## src/rtl/ltc2315_spi_emulator.sv

```systemverilog
// ltc2315_spi_emulator: device-side model of the LTC2315 serial interface.
// Answers a reader's CS/sck with a 16-bit frame {0, sample, zeros} on sdo, MSB
// first, shifted on sck falling edges. Samples come from a one-entry buffer
// with valid/ready handshake; a last-sample register is replayed on underrun.
// Optional: define LTC2315_EMU_RAMP_EN to add ramp_mode and an internal 12-bit
// ramp source for loopback self-test.
module ltc2315_spi_emulator #(
   parameter int DATA_W      = 12,
   parameter int FRAME_BITS  = 16,
   parameter int SYNC_STAGES = 2
) (
   input  logic              clk_100,
   input  logic              reset,
`ifdef LTC2315_EMU_RAMP_EN
   input  logic              ramp_mode,
`endif
   input  logic              CS,
   input  logic              sck,
   output logic              sdo,
   output logic              sdo_oe,
   input  logic [DATA_W-1:0] sample_in,
   input  logic              sample_valid,
   output logic              sample_ready,
   output logic              frame_done,
   output logic              underrun,
   output logic [15:0]       frame_cnt
);

   localparam int CNT_W = $clog2(FRAME_BITS);
   localparam int PAD_W = FRAME_BITS - 1 - DATA_W;
   localparam logic [CNT_W-1:0] LAST_BIT = CNT_W'(FRAME_BITS - 1);

   typedef enum logic [1:0] {IDLE, SHIFT, DONE} state_t;

   state_t                state, state_n;
   logic [SYNC_STAGES-1:0] cs_sync, sck_sync;
   logic                  cs_d, sck_d;
   logic                  cs_fall, cs_rise, sck_fall;
   logic [FRAME_BITS-1:0] shift_reg, shift_n, word;
   logic [CNT_W-1:0]      bit_cnt, cnt_n;
   logic                  sdo_n, oe_n, done_n, und_n;
   logic [15:0]           fcnt_n;
   logic                  buf_full, buf_full_n;
   logic [DATA_W-1:0]     buf_data, buf_data_n, last_sample, last_n;
   logic                  use_ramp, consume, push;
`ifdef LTC2315_EMU_RAMP_EN
   logic [11:0]           ramp, ramp_n;
   assign use_ramp = ramp_mode;
`else
   assign use_ramp = 1'b0;
`endif

   function automatic logic [FRAME_BITS-1:0] frame_of(input logic [DATA_W-1:0] s);
      return FRAME_BITS'(s) << PAD_W;
   endfunction

   assign cs_fall  = cs_d & ~cs_sync[SYNC_STAGES-1];
   assign cs_rise  = ~cs_d & cs_sync[SYNC_STAGES-1];
   assign sck_fall = sck_d & ~sck_sync[SYNC_STAGES-1];

   // A frame start frees the buffer in the same cycle, so a waiting sample can land
   assign consume      = cs_fall & (state == IDLE) & ~use_ramp;
   assign sample_ready = ~buf_full | consume;
   assign push         = sample_valid & sample_ready;

   // Pin synchronizers and one-flop edge detectors (idle high)
   always_ff @(posedge clk_100) begin
      if (reset) begin
         cs_sync  <= '1;
         sck_sync <= '1;
         cs_d     <= 1'b1;
         sck_d    <= 1'b1;
      end else begin
         cs_sync  <= {cs_sync[SYNC_STAGES-2:0], CS};
         sck_sync <= {sck_sync[SYNC_STAGES-2:0], sck};
         cs_d     <= cs_sync[SYNC_STAGES-1];
         sck_d    <= sck_sync[SYNC_STAGES-1];
      end
   end

   // State and registered datapath/outputs
   always_ff @(posedge clk_100) begin
      if (reset) begin
         state       <= IDLE;
         shift_reg   <= '0;
         bit_cnt     <= '0;
         sdo         <= 1'b0;
         sdo_oe      <= 1'b0;
         frame_done  <= 1'b0;
         underrun    <= 1'b0;
         frame_cnt   <= '0;
         buf_full    <= 1'b0;
         buf_data    <= '0;
         last_sample <= '0;
`ifdef LTC2315_EMU_RAMP_EN
         ramp        <= '0;
`endif
      end else begin
         state       <= state_n;
         shift_reg   <= shift_n;
         bit_cnt     <= cnt_n;
         sdo         <= sdo_n;
         sdo_oe      <= oe_n;
         frame_done  <= done_n;
         underrun    <= und_n;
         frame_cnt   <= fcnt_n;
         buf_full    <= buf_full_n;
         buf_data    <= buf_data_n;
         last_sample <= last_n;
`ifdef LTC2315_EMU_RAMP_EN
         ramp        <= ramp_n;
`endif
      end
   end

   // Next-state, shifter, buffer and pulse logic
   always_comb begin
      state_n    = state;
      shift_n    = shift_reg;
      cnt_n      = bit_cnt;
      sdo_n      = sdo;
      oe_n       = sdo_oe;
      done_n     = 1'b0;
      und_n      = 1'b0;
      fcnt_n     = frame_cnt;
      buf_full_n = buf_full;
      buf_data_n = buf_data;
      last_n     = last_sample;
      word       = '0;
`ifdef LTC2315_EMU_RAMP_EN
      ramp_n     = ramp;
`endif

      case (state)
         IDLE: begin
            sdo_n = 1'b0;
            oe_n  = 1'b0;
            if (cs_fall) begin
`ifdef LTC2315_EMU_RAMP_EN
               if (use_ramp) begin
                  word = frame_of(DATA_W'(ramp));
               end else
`endif
               if (buf_full) begin
                  word   = frame_of(buf_data);
                  last_n = buf_data;
               end else begin
                  word  = frame_of(last_sample);
                  und_n = 1'b1;
               end
               shift_n = word;
               sdo_n   = word[FRAME_BITS-1];
               cnt_n   = '0;
               oe_n    = 1'b1;
               state_n = SHIFT;
            end
         end
         SHIFT: begin
            // An abort wins over a coincident sck edge
            if (cs_rise) begin
               sdo_n   = 1'b0;
               oe_n    = 1'b0;
               state_n = IDLE;
            end else if (sck_fall) begin
               if (bit_cnt == LAST_BIT) begin
                  sdo_n   = 1'b0;
                  done_n  = 1'b1;
                  fcnt_n  = frame_cnt + 16'd1;
                  state_n = DONE;
`ifdef LTC2315_EMU_RAMP_EN
                  ramp_n  = ramp + 12'd1;
`endif
               end else begin
                  shift_n = shift_reg << 1;
                  sdo_n   = shift_reg[FRAME_BITS-2];
                  cnt_n   = bit_cnt + 1'b1;
               end
            end
         end
         DONE: begin
            sdo_n = 1'b0;
            if (cs_rise) begin
               oe_n    = 1'b0;
               state_n = IDLE;
            end
         end
         default: begin
            sdo_n   = 1'b0;
            oe_n    = 1'b0;
            state_n = IDLE;
         end
      endcase

      if (consume) begin
         buf_full_n = push;
         if (push) buf_data_n = sample_in;
      end else if (push) begin
         buf_full_n = 1'b1;
         buf_data_n = sample_in;
      end
   end

endmodule

```

## config.mk

```make
export PLATFORM = sky130hd
export DESIGN_NAME = ltc2315_spi_emulator
export DESIGN_NICKNAME = d
export VERILOG_FILES = /design/src/rtl/ltc2315_spi_emulator.sv
export SDC_FILE = /design/constraint.sdc
export NUM_CORES = 1
export LEC_CHECK = 0
export CORE_MARGIN = 5
export CORE_UTILIZATION = 52
export CTS_BUF_LIST = sky130_fd_sc_hd__clkbuf_8
export DETAILED_ROUTE_END_ITERATION = 8
export GPL_TIMING_DRIVEN = 0
export PLACE_DENSITY = 0.83
export SLEW_MARGIN = 20
export SYNTH_ARGS = -nofsm -noshare
export SYNTH_HDL_FRONTEND = slang
export SYNTH_SLANG_ARGS = --single-unit
```

## constraint.sdc

```tcl
create_clock -name clk_100 -period 1.95 [get_ports clk_100]
set_clock_uncertainty 0.1 [all_clocks]
set_input_delay 0.195 -clock clk_100 [delete_from_list [all_inputs] [get_ports clk_100]]
set_output_delay 0.195 -clock clk_100 [all_outputs]
set_load 0.01 [all_outputs]
```

==> impl_metrics.ini <==
[critical_path]
regToRegStartpoint = bit_cnt[1]$_SDFFE_PP0P_
start_kind = flop
r2r_slack_ps = 100
crit_start = state[0]$_SDFFE_PP0P_
crit_required_ps = 1650
cp-endpoint = sample_ready
cp_max_fo = 5
reg2reg_depth = 7
worstSetupPathType = reg2out
r2r_end = bit_cnt[1]$_SDFFE_PP0P_
cp-end-kind = primary output
cp.arrival_ps = 1570

[timing]
tns_ps = 0
hold_viol_final = 0
period_needed_ps = 1867
rsz0062_at_grt = false
fmax_mhz = 535.6
fin_hold_ws_ps = 291.6
relSlewSlack_pct = 66.21
setup_viol = 0
fin_ws_ps = 82.89
slew_viol_final = 0
timing_worst_slew_pin_value_ps = 506.8
min_period_over_period_pct = 95.75

[logic_synthesis]
syn-num-nets = 375
syn_inst = 353
synth_mux_area_share_pct = 9.294
ys_ff_latch = 69
synthTopCellsByCount = nand2_1, dfxtp_1, nor2_1
synth_fa_ha_area_share_pct = 2.065
synth_top_area_cell = dfxtp_1
yosysTopAreaCellShare_pct = 45.60
yosys.area_share.simple_pct = 24.25
synth_cell_type_count = 40
async_reset_ff_share_pct = 0
synth_area_um2 = 3029
synth_edf_count = 0
synth_top_family_by_area = simple AND/OR/NAND/NOR gates
avgSynthCellArea_um2 = 8.581
synth_most_common_cell = nand2_1
ys_seq_area_share_pct = 45.60
synth_compound_area_share_pct = 10.95
synth-xor-area-share_pct = 3.759
ys.flop_type = dfxtp_1
yosys-top-cells-area = dfxtp_1, mux2i_1, nand2_1, a21oi_1, nor2_1
ys_warn_count = 0

[global_routing]
grt_antenna_before_repair = 0
grt_pass1_vias = 2380
grt_max_degree = 13
grt_usage_pct = 17.78
grt_pass1_wl_um = 10630
grt.overflow.total = 0

[clocking]
cts_buffer_depth = 2
clkLatencyLatePin_ps = 340
cts_tree = built
path_clk_slew_ps = 70
root_buffer = clkbuf_8
clock-sinks = 69
cts_buffers = 9
htreeDepth = 3

[pwr]
finalPower_mw = 3.320
peakVddDrop_uv = 729.0
power_density_nw_per_um2 = 879.8
power.leakage_nw = 1.303

[route]
first_pass_iters = 5
vias_per_cell = 5.317
detail_route.wl_per_cell_um = 13.58
drtIter0Drc = 131
ant_nets = 0
drc_errors = 0
drt-total-wl_um = 6520
vias = 2552

[die]
die-height_um = 86.33
die_area_um2 = 7452
die_x_um = 86.33
start_util_pct = 54.34
num_rows = 27
ioPinCount = 38
core_um2 = 5574

[flow_run]
drv_cap = 0

[cells_and_area]
utilization_pct = 67.70
layout-drive-gt1-share_pct = 13.73
seq_area_um2 = 1384
final_area_um2 = 3774
diodes = 0
instances_no_fill = 480
area_growth_pct = 24.58
top_register = frame_cnt
largest_reg_flops = 16
layout.nets = 425
nFillCells = 461
multi_input_area_um2 = 1578

[placed_design]
place_area_um2 = 3480
place.gp.congestion = 0.7563
hpwl_um = 4457
place_ws_ps = -109.1
port_buffers = 36
post-place-cells = 461

[outcome]
status = finished, final reports clean

[hold_path]
min_path_type = in2reg
area by class of cell:
| class | instances | share of cell area, % |
|---|---|---|
| well taps | 72 | 2.387 |
| multi-input cells | 258 | 41.81 |
| clock inverters | 5 | 1.558 |
| inverters | 7 | 0.6963 |
| plain buffers | 19 | 2.719 |
| repair buffers | 39 | 10.15 |
| flip-flops and latches | 69 | 36.67 |
| clock buffers | 11 | 4.012 |
worst min path at each step:
stage,slack [ps],depth (start not counted),end,startpoint
CTS,280,3,buf_data[6]$_SDFFE_PP0P_,sample_in[6]
global placement,290,1,cs_sync[1]$_SDFF_PP1_,cs_sync[0]$_SDFF_PP1_
floorplan,200,1,cs_sync[0]$_SDFF_PP1_,CS
finish,290,3,buf_data[6]$_SDFFE_PP0P_,sample_in[6]
detailed placement,300,1,sck_sync[1]$_SDFF_PP1_,sck_sync[0]$_SDFF_PP1_
global route,280,3,buf_data[11]$_SDFFE_PP0P_,sample_in[11]
worst max-delay path, stage by stage, from the launching register on:
cell,delay (ps)
dfxtp_2,350
inv_2,90
ha_4,170
nand3b_1,200
nand2_2,170
clkdlybuf4s15_1,250
cell families after synthesis:
| family | Yosys count |
|---|---|
| xor gates and xnor gates | 13 |
| and+or+nand+nor | 155 |
| AOI/OAI and AO/OA | 56 |
| muxes | 28 |
| adders and majority gates | 5 |
| buffers and inverters | 27 |
| DFF | 69 |
where the power goes:
| group | leakage [nW] | total (mW) | internal [mW] | switching [mW] |
|---|---|---|---|---|
| Sequential | 0.560 | 1.50 | 1.46 | 0.0395 |
| Clock | 0.102 | 1.19 | 0.659 | 0.527 |
| Combinational | 0.641 | 0.637 | 0.279 | 0.358 |
| Total | 1.30 | 3.32 | 2.39 | 0.925 |
layout by cell type, fill, tap and decap left out, types with 2 or more instances in the layout:
master | synthesis | layout
inv_2 | 0 | 2
ha_4 | 0 | 2
o21ai_0 | 15 | 15
clkbuf_2 | 0 | 2
buf_2 | 6 | 5
mux2i_1 | 27 | 27
and4_1 | 2 | 2
nand4_1 | 3 | 3
buf_6 | 2 | 2
clkbuf_4 | 0 | 2
nand2b_1 | 3 | 3
inv_1 | 7 | 5
clkinvlp_4 | 0 | 2
nor3_1 | 4 | 4
nor2_1 | 37 | 37
buf_4 | 0 | 3
nand3_1 | 10 | 10
a211oi_1 | 3 | 3
nor4_1 | 6 | 6
a21oi_1 | 30 | 30
clkdlybuf4s50_1 | 0 | 35
nand3b_1 | 2 | 2
ha_1 | 5 | 2
dfxtp_2 | 0 | 2
clkbuf_8 | 0 | 11
dfxtp_1 | 69 | 67
xnor2_1 | 12 | 12
or2_2 | 8 | 8
clkbuf_1 | 12 | 8
nand2_1 | 70 | 69
or3_1 | 2 | 2
what timing repair did:
item | in CTS | in global routing
hold buffers | 0 | 0
setup buffers | 2 | 1
endpoints found under the hold margin | 0 | 0
setup endpoints to repair | 22 | 37
gates resized for setup | 7 | 15
gates cloned | 0 | 1
pin swaps | 3 | 2
metal layers:
layer	up-vias	share of wire (%)	global-route usage [%]
met2	63	49	30.25
met5	-	0	0
li1	1302	-	-
met1	1179	45	21.00
met4	0	1.4	6.516
met3	8	5.1	5.513
Note: power is estimated with default switching activity, not from simulation.
